**src/rtl/wb_mem_arbiter_pkg.sv**
```systemverilog
// Shared encodings for the two-master Wishbone memory arbiter.
// Latency: n/a (types and constants only).
// Backpressure: n/a.
package wb_mem_arbiter_pkg;

  // Arbiter FSM states.
  typedef enum logic [1:0] {
    ARB_IDLE  = 2'd0,
    ARB_OWN0  = 2'd1,
    ARB_OWN1  = 2'd2,
    ARB_FLUSH = 2'd3
  } arb_state_e;

  // One-hot grant encodings; bit x set means master x owns the bus.
  localparam logic [1:0] GRANT_NONE = 2'b00;
  localparam logic [1:0] GRANT_M0   = 2'b01;
  localparam logic [1:0] GRANT_M1   = 2'b10;

  // Read data returned with a watchdog-synthesized ack.
  localparam logic [31:0] TIMEOUT_DAT = 32'h0000_0000;

  // Ceiling of the watchdog event counter.
  localparam logic [7:0] EVENT_COUNT_MAX = 8'hFF;

  // Grant vector for a given owner index (0 -> master 0, 1 -> master 1).
  function automatic logic [1:0] grant_of(input logic owner);
    return owner ? GRANT_M1 : GRANT_M0;
  endfunction

endpackage

```
**src/rtl/wb_mem_arbiter_watchdog.sv**
```systemverilog
// Ack-wait watchdog: counts stb-without-ack cycles and fires at the limit.
// Latency: fire is combinational in the limit cycle; event count updates one clock later.
// Backpressure: none; a real ack in the limit cycle suppresses the fire.
module wb_mem_arbiter_watchdog
  import wb_mem_arbiter_pkg::*;
#(
  parameter int unsigned              TIMEOUT_WIDTH  = 16,
  parameter logic [TIMEOUT_WIDTH-1:0] TIMEOUT_CYCLES = 16'hFFFF
) (
  input  logic       clk_i,
  input  logic       rst_ni,
  input  logic       stb_i,
  input  logic       ack_i,
  output logic       fire_o,
  output logic [7:0] event_count_o
);

  localparam logic [TIMEOUT_WIDTH-1:0] CNT_ZERO = '0;
  localparam logic [TIMEOUT_WIDTH-1:0] CNT_ONE  = {{(TIMEOUT_WIDTH-1){1'b0}}, 1'b1};

  logic [TIMEOUT_WIDTH-1:0] wait_cnt_q;
  logic [TIMEOUT_WIDTH-1:0] wait_cnt_d;
  logic [7:0]               event_cnt_q;
  logic                     waiting;
  logic                     armed;

  // A zero limit disables the watchdog entirely.
  assign armed      = (TIMEOUT_CYCLES != CNT_ZERO);
  assign waiting    = stb_i & ~ack_i;
  // wait_cnt_q holds the number of earlier waiting cycles, so the current
  // cycle is number wait_cnt_q+1; fire when that equals the limit.
  assign wait_cnt_d = wait_cnt_q + CNT_ONE;
  assign fire_o     = armed & waiting & (wait_cnt_d == TIMEOUT_CYCLES);

  assign event_count_o = event_cnt_q;

  // Wait counter: advance while stalled, clear on ack, stb drop or fire.
  always_ff @(posedge clk_i or negedge rst_ni) begin
    if (!rst_ni) begin
      wait_cnt_q <= '0;
    end else if (!waiting || fire_o) begin
      wait_cnt_q <= '0;
    end else begin
      wait_cnt_q <= wait_cnt_d;
    end
  end

  // Saturating count of watchdog events.
  always_ff @(posedge clk_i or negedge rst_ni) begin
    if (!rst_ni) begin
      event_cnt_q <= 8'h00;
    end else if (fire_o && (event_cnt_q != EVENT_COUNT_MAX)) begin
      event_cnt_q <= event_cnt_q + 8'd1;
    end
  end

endmodule

```
**src/rtl/wb_mem_arbiter.sv**
```systemverilog
// Round-robin two-master to one-slave Wishbone arbiter with ack watchdog.
// Latency: grant 1 clock after cyc in IDLE; bus signals routed combinationally once granted.
// Backpressure: a waiting master stalls until the owner drops cyc; one idle bus cycle between owners.
module wb_mem_arbiter
  import wb_mem_arbiter_pkg::*;
#(
  parameter int unsigned              TIMEOUT_WIDTH  = 16,
  parameter logic [TIMEOUT_WIDTH-1:0] TIMEOUT_CYCLES = 16'hFFFF
) (
  input  logic        clk,
  input  logic        rst,
  // master 0
  input  logic        m0_i_we,
  input  logic        m0_i_stb,
  input  logic        m0_i_cyc,
  input  logic [3:0]  m0_i_sel,
  input  logic [31:0] m0_i_adr,
  input  logic [31:0] m0_i_dat,
  output logic [31:0] m0_o_dat,
  output logic        m0_o_ack,
  output logic        m0_o_int,
  // master 1
  input  logic        m1_i_we,
  input  logic        m1_i_stb,
  input  logic        m1_i_cyc,
  input  logic [3:0]  m1_i_sel,
  input  logic [31:0] m1_i_adr,
  input  logic [31:0] m1_i_dat,
  output logic [31:0] m1_o_dat,
  output logic        m1_o_ack,
  output logic        m1_o_int,
  // memory slave
  output logic        mem_o_we,
  output logic        mem_o_stb,
  output logic        mem_o_cyc,
  output logic [3:0]  mem_o_sel,
  output logic [31:0] mem_o_adr,
  output logic [31:0] mem_o_dat,
  input  logic [31:0] mem_i_dat,
  input  logic        mem_i_ack,
  input  logic        mem_i_int,
  // status
  output logic [1:0]  o_grant,
  output logic        o_timeout,
  output logic [7:0]  o_timeout_count
);

  arb_state_e state_q;
  logic       last_owner_q;  // most recent owner; in FLUSH, the offending master
  logic [1:0] grant_q;
  logic       wd_fire;
  logic       flush_cyc;

  assign o_grant   = grant_q;
  assign o_timeout = wd_fire;

  // Interrupt is a plain fan-out, independent of ownership.
  assign m0_o_int = mem_i_int;
  assign m1_o_int = mem_i_int;

  // cyc of the master whose transfer was cut off by the watchdog.
  assign flush_cyc = last_owner_q ? m1_i_cyc : m0_i_cyc;

  wb_mem_arbiter_watchdog #(
    .TIMEOUT_WIDTH  (TIMEOUT_WIDTH),
    .TIMEOUT_CYCLES (TIMEOUT_CYCLES)
  ) u_watchdog (
    .clk_i         (clk),
    .rst_ni        (rst),
    .stb_i         (mem_o_stb),
    .ack_i         (mem_i_ack),
    .fire_o        (wd_fire),
    .event_count_o (o_timeout_count)
  );

  // Ownership FSM: round-robin on ties, release via IDLE, watchdog abort via FLUSH.
  always_ff @(posedge clk or negedge rst) begin
    if (!rst) begin
      state_q      <= ARB_IDLE;
      last_owner_q <= 1'b1;
      grant_q      <= GRANT_NONE;
    end else begin
      case (state_q)
        ARB_IDLE: begin
          if (m0_i_cyc && (!m1_i_cyc || last_owner_q)) begin
            state_q <= ARB_OWN0;
            grant_q <= grant_of(1'b0);
          end else if (m1_i_cyc) begin
            state_q <= ARB_OWN1;
            grant_q <= grant_of(1'b1);
          end
        end
        ARB_OWN0: begin
          if (wd_fire) begin
            state_q      <= ARB_FLUSH;
            last_owner_q <= 1'b0;
          end else if (!m0_i_cyc) begin
            state_q      <= ARB_IDLE;
            last_owner_q <= 1'b0;
            grant_q      <= GRANT_NONE;
          end
        end
        ARB_OWN1: begin
          if (wd_fire) begin
            state_q      <= ARB_FLUSH;
            last_owner_q <= 1'b1;
          end else if (!m1_i_cyc) begin
            state_q      <= ARB_IDLE;
            last_owner_q <= 1'b1;
            grant_q      <= GRANT_NONE;
          end
        end
        default: begin
          if (!flush_cyc) begin
            state_q <= ARB_IDLE;
            grant_q <= GRANT_NONE;
          end
        end
      endcase
    end
  end

  // Request path: the owner drives the slave; IDLE and FLUSH present an idle bus.
  always_comb begin
    mem_o_we  = 1'b0;
    mem_o_stb = 1'b0;
    mem_o_cyc = 1'b0;
    mem_o_sel = 4'h0;
    mem_o_adr = 32'h0;
    mem_o_dat = 32'h0;
    case (state_q)
      ARB_OWN0: begin
        mem_o_we  = m0_i_we;
        mem_o_stb = m0_i_stb;
        mem_o_cyc = m0_i_cyc;
        mem_o_sel = m0_i_sel;
        mem_o_adr = m0_i_adr;
        mem_o_dat = m0_i_dat;
      end
      ARB_OWN1: begin
        mem_o_we  = m1_i_we;
        mem_o_stb = m1_i_stb;
        mem_o_cyc = m1_i_cyc;
        mem_o_sel = m1_i_sel;
        mem_o_adr = m1_i_adr;
        mem_o_dat = m1_i_dat;
      end
      default: ;
    endcase
  end

  // Response path: only the owner sees ack/data; a watchdog fire stands in for the missing ack.
  always_comb begin
    m0_o_ack = 1'b0;
    m0_o_dat = 32'h0;
    m1_o_ack = 1'b0;
    m1_o_dat = 32'h0;
    case (state_q)
      ARB_OWN0: begin
        m0_o_ack = mem_i_ack | wd_fire;
        m0_o_dat = wd_fire ? TIMEOUT_DAT : mem_i_dat;
      end
      ARB_OWN1: begin
        m1_o_ack = mem_i_ack | wd_fire;
        m1_o_dat = wd_fire ? TIMEOUT_DAT : mem_i_dat;
      end
      default: ;
    endcase
  end

endmodule

```
**config.mk**
```make
export PLATFORM = sky130hd
export DESIGN_NAME = wb_mem_arbiter
export DESIGN_NICKNAME = d
export VERILOG_FILES = /design/src/rtl/wb_mem_arbiter_pkg.sv /design/src/rtl/wb_mem_arbiter_watchdog.sv /design/src/rtl/wb_mem_arbiter.sv
export SDC_FILE = /design/constraint.sdc
export NUM_CORES = 1
export LEC_CHECK = 0
export ABC_AREA = 1
export CAP_MARGIN = 10
export CORE_AREA = 8 8 121 123
export DETAILED_ROUTE_END_ITERATION = 10
export DIE_AREA = 0 0 129 131
export PLACE_DENSITY = 0.75
export SLEW_MARGIN = 5
export SYNTH_ARGS = -nofsm -noshare
export SYNTH_HDL_FRONTEND = slang
export SYNTH_SLANG_ARGS = --single-unit
```
**constraint.sdc**
```tcl
create_clock -name clk -period 4.97 [get_ports clk]
set_input_delay 0.994 -clock clk [delete_from_list [all_inputs] [get_ports clk]]
set_output_delay 0.994 -clock clk [all_outputs]
set_load 0.005 [all_outputs]
```
[Word-level counts from Yosys, hierarchy flattened]
Cells that the tools add are included.
Operators by class
  add/subtract/negate cells: 2
  eq/ne operators: 12
  muxes and demuxes: 29
  bitwise gates (word level): 4
  reductions and logical operators: 11
Operators with widths (number)
  $pmux W32 S2: 2
  $mux W32: 3
  $mux W2: 9
  $add A16 B1 Y16 const B: 1
  $eq A16 B16 Y1 const B: 1
  $mux W16: 1
  $pmux W2 S3: 2
  $add A8 B1 Y8 const B: 1
  $ne A2 B2 Y1 const B: 4
  $ne A8 B8 Y1 const B: 1
  $pmux W1 S2: 4
  $pmux W4 S2: 1
  $mux W1: 7
  $ne A3 B2 Y1 const B: 2
  $reduce_and A6 Y1: 1
  $ne A4 B1 Y1 const B: 1
  $reduce_and A4 Y1: 1
  $ne A3 B3 Y1 const B: 1
  $reduce_and A3 Y1: 1
  $and A1 B1 Y1: 2
  $eq A2 B1 Y1 const B: 1
  $eq A2 B2 Y1 const B: 1
  $logic_and A1 B1 Y1: 2
  $logic_not A1 Y1: 2
  5 further kinds: 6
Storage, ports and cells
  flip-flop bits (word level): 29
  input bits: 178
  output and inout port bits: 150
  logic and storage cells: 63

[Depth between registers and ports, before layout]
  word-level depth: 6
  gate-level depth with buffers: 14
  mapped depth without buffers: 14

[Cells and area by module]
From an unflattened synthesis, not the netlist that was laid out.
Second synthesis, totals
  cells, all modules: 651
  area, all modules: 3708.6 um2
Modules (own cells, without submodules)
  wb_mem_arbiter: times used 1, cells each 412, area an instance 1978.1 um2, sequential area each 126.4 um2
  wb_mem_arbiter_watchdog: times used 1, cells each 239, area an instance 1730.4 um2, sequential area each 600.6 um2

[Worst setup path before layout]
OpenSTA, ideal clock, no wires.
  path type: in2out
  from: input port m1_i_stb
  to: output port m0_o_dat[10]
  data arrival time: 2094 ps
  required time: 3976 ps
  path slack: 1882 ps
  stages on the path: 8
  path buffers: 2
  cells stage by stage: a22o_1 > inv_1 > nor3_1 > nand4_4 > inv_4 > buf_8 > buf_12 > nor3_2
Between the ends
  word-level cells in the longest chain between the ends: 5
Ends and longest elaborated chain
  from (decl): RTL line wb_mem_arbiter.sv:24  | input logic m1_i_stb,
  $pmux W1 S2: RTL line wb_mem_arbiter.sv:131  | case (state_q)
  $and A1 B1 Y1: RTL line wb_mem_arbiter_watchdog.sv:29  | assign waiting = stb_i & ~ack_i;
  $and A1 B1 Y1: RTL line wb_mem_arbiter_watchdog.sv:33  | assign fire_o = armed & waiting & (wait_cnt_d == TIMEOUT_CYCLES);
  $mux W32: RTL line wb_mem_arbiter.sv:161  | m0_o_dat = wd_fire ? TIMEOUT_DAT : mem_i_dat;
  $mux W32: RTL line wb_mem_arbiter.sv:158  | case (state_q)
  to (decl): RTL line wb_mem_arbiter.sv:19  | output logic [31:0] m0_o_dat,
Every way passes these cells.

[Worst setup path in the final report]
  from: input port m1_i_stb
  to: output port m1_o_dat[17]
Between the ends
  word-level cells in the longest chain between the ends: 5
Ends and longest elaborated chain
  $pmux W1 S2: RTL line wb_mem_arbiter.sv:131
  $and A1 B1 Y1: RTL line wb_mem_arbiter_watchdog.sv:29
  $and A1 B1 Y1: RTL line wb_mem_arbiter_watchdog.sv:33
  $mux W32: RTL line wb_mem_arbiter.sv:165  | m1_o_dat = wd_fire ? TIMEOUT_DAT : mem_i_dat;
  $mux W32: RTL line wb_mem_arbiter.sv:158
  to (decl): RTL line wb_mem_arbiter.sv:29  | output logic [31:0] m1_o_dat,
Every way passes these cells.

==> results_dict.tcl <==
set metrics [dict create \
    antenna_found_initial 0 \
    drt-wirelength-per-cell_um 17.26 \
    rsz0062_at_grt "false" \
    drive_above_1_share 0.06858 \
    r2r_start "state_q[1]$_DFFE_PN0P_" \
    synth.ff_latch_count 29 \
    cts_tree "yes" \
    min_path_cells 1 \
    design.core.area_mm2 0.01287 \
    outcome "finished clean" \
    synth.distinct_cells 32 \
    vdd_drop_max_mv 0.2610 \
    finalWirelength_mm 18.64 \
    io_pins 328 \
    most-common-layout-cells "324 x clkdlybuf4s50_1, 223 x nand2_1, 84 x a21oi_1, 65 x inv_1, 36 x nor3_1" \
    p_sw_uw 873.9 \
    fin_crit_ns 4.350 \
    syn_nets 789 \
    worstReg2RegEnd "o_grant[1]$_DFFE_PN0P_" \
    grt-ovfl-total 0 \
    relSlewSlack 0.5003 \
    drv_slew 0 \
    path_max_fanout 33 \
    cts_sinks 29 \
    yosysWarnings 0 \
    end_kind "output pin" \
    synth.avg_cell_area_um2 5.867 \
    fin_tns_setup_ns 0 \
    hold_viol_final 0 \
    setup_viol 0 \
    diodes 0 \
    clkLatencyLatePin_ns 0.27 \
    finalCritPeriodShare 0.8752 \
    hold_class "flip-flop to flip-flop" \
    grt_usage 0.2054 \
    cts_made_buffers 5 \
    path_class "primary input to output pin" \
    worst_slew_pin_slew_ns 0.7496 \
    cts_resized 0 \
    dr.first_iter.drc_count 268 \
    fp-row-count 42 \
    final_util 0.5441 \
    seqPwrFrac 0.131 \
    vias 4934 \
    cp.required_ns 3.98 \
    io_buffers 324 \
    cts_max_level 2 \
    hold_buffers 0 \
    cts-root-buf "clkbuf_16" \
    layout_commonest_cell "clkdlybuf4s50_1" \
    initial_core_util 0.2752 \
    netlist_area_mm2 0.003543 \
    die-area_mm2 0.01690 \
    grt_max_degree 72 \
    clkTransAtPathRegs_ns 0.05 \
    post_cts_buffers 0 \
    dp.final_hpwl_mm 15.68 \
    p_int_mw 1.213 \
    grt_pass1_wl_mm 26.68 \
    start_kind "primary input" \
    syn_to_final_growth_pct 97.70 \
    seq_area_frac_synth 0.2052 \
    maxCapViolCount 0 \
    r2r_slack_ns 2.33 \
    p_clk_frac 0.140 \
    drc 0 \
    p_comb_frac 0.729 \
    fillers 1270 \
    vias_per_cell 4.569 \
    nNetsFinal 1089 \
    chipWidth_um 129 \
    p_leak_nw 2.644 \
    rr_worst_depth 10 \
    die_h_um 131 \
    cts_buffer_depth 2 \
    postSynthCellCount 604 \
    hp-start "u_watchdog.wait_cnt_q[0]$_DFF_PN0_" \
    drtAntennaViolNets 0 \
    gp_congestion 0.9011 \
    grt_pass1_vias 4765 \
    cp.arrival_ns 3.36 \
    worst_clock_skew_ns 0.004603 \
    p_per_area_mw_per_mm2 297.9 \
    first_pass_iters 4 \
    max_freq_mhz 229.9 \
    swShare 0.4188 \
    whs_endpoint "u_watchdog.wait_cnt_q[0]$_DFF_PN0_" \
]
==> metrics by stage <==
step | instance area, µm² | hold WS [ns] | std cells | power, mW | setup slack (ns)
2_1_floorplan | 3543 | 0.4527 | 604 | 0.9373 | 1.882
3_5_place_dp | 6863 | 0.4777 | 1073 | 1.817 | 0.6249
6_report | 7005 | 0.4807 | 1080 | 2.087 | 0.6204
4_1_cts | 7005 | 0.4839 | 1080 | 2.116 | 0.6171
5_1_grt | 7005 | 0.5061 | 1080 | 2.241 | 0.4445
3_3_place_gp | 6863 | 0.4632 | 1073 | 1.817 | 0.6536
==> how the worst max path moves through the flow <==
| stage | end | start | cells past startpoint |
|---|---|---|---|
| 2_1_floorplan | m0_o_dat[10] | m1_i_stb | 8 |
| 3_3_place_gp | m1_o_dat[0] | m1_i_stb | 9 |
| 3_5_place_dp | m1_o_dat[23] | m1_i_stb | 9 |
| 4_1_cts | m1_o_dat[23] | m1_i_stb | 9 |
| 5_1_grt | m0_o_dat[0] | state_q[1]$_DFFE_PN0P_ | 7 |
| 6_report | m1_o_dat[17] | m1_i_stb | 9 |
==> layer usage <==
layer  wire (µm)  vias up  GRT usage
met5           0        -          0
met1        6555     2195     0.2197
met4         344        0    0.05943
met2       10130      192     0.3827
li1            -     2527          -
met3        1608       20    0.06047
==> area by class of cell <==
type | count | area, µm² | area share
repair buffers | 332 | 3316 | 0.4733
multi-input cells | 467 | 2338 | 0.3338
flip-flops and latches | 29 | 726.9 | 0.1038
inverters | 69 | 261.5 | 0.03733
well taps | 176 | 220.2 | 0.03143
clock buffers | 7 | 142.6 | 0.02036
==> sequential cells by signal, indices dropped and copies added (netlist names) <==
| register | flops |
|---|---|
| o_grant | 2 |
| u_watchdog.event_count_o | 8 |
| state_q | 2 |
| last_owner_q | 1 |
| u_watchdog.wait_cnt_q | 16 |
==> cells in the mapped netlist <==
cell type,number,share of area
nor2_1,25,0.026
nand3_2,1,0.0028
nand2_1,223,0.24
inv_2,1,0.0011
inv_4,1,0.0018
o22ai_1,1,0.0018
buf_4,2,0.0042
inv_1,65,0.069
nand2_2,4,0.0071
dfrtp_1,28,0.20
nor3_1,36,0.051
dfstp_2,1,0.0074
ha_1,7,0.025
buf_8,1,0.0042
a21oi_1,84,0.12
or4_1,1,0.0021
clkbuf_1,27,0.029
nor3_2,31,0.088
nor2_4,3,0.0095
buf_2,6,0.0085
o21ai_0,10,0.014
nand4_1,8,0.014
xnor2_1,4,0.0099
xor2_1,2,0.0049
nand3b_1,3,0.0064
nor2_2,3,0.0053
nand4_4,1,0.0060
clkinv_1,2,0.0021
nand3_1,18,0.025
a22o_1,1,0.0025
buf_12,3,0.017
o31ai_1,1,0.0021
==> critical path, cell delays in order <==
cell             delay (ns)
clkdlybuf4s50_1        0.46
a22o_1                 0.13
inv_1                  0.06
nor3_1                 0.41
nand4_4                0.20
inv_4                  0.29
buf_12                 0.26
nor3_1                 0.08
clkdlybuf4s50_1        0.46
==> power by group through the flow <==
stage | Sequential, mW | Combinational [mW] | Clock [mW]
detailed placement | 0.277 | 1.54 | 0
global placement | 0.276 | 1.54 | 0
CTS | 0.273 | 1.55 | 0.298
global route | 0.275 | 1.66 | 0.306
floorplan | 0.274 | 0.663 | 0
finish | 0.273 | 1.52 | 0.292
==> cell families after synthesis <==
logic type | count (synthesis) | share of synthesized area
AOI/OAI and AO/OA | 97 | 0.1391
xor gates and xnor gates | 6 | 0.01483
adders and majority gates | 7 | 0.02472
buffers and inverters | 108 | 0.1363
DFF | 29 | 0.2052
and+or+nand+nor | 357 | 0.4799
No activity file was read; power rests on OpenSTA's default activity.
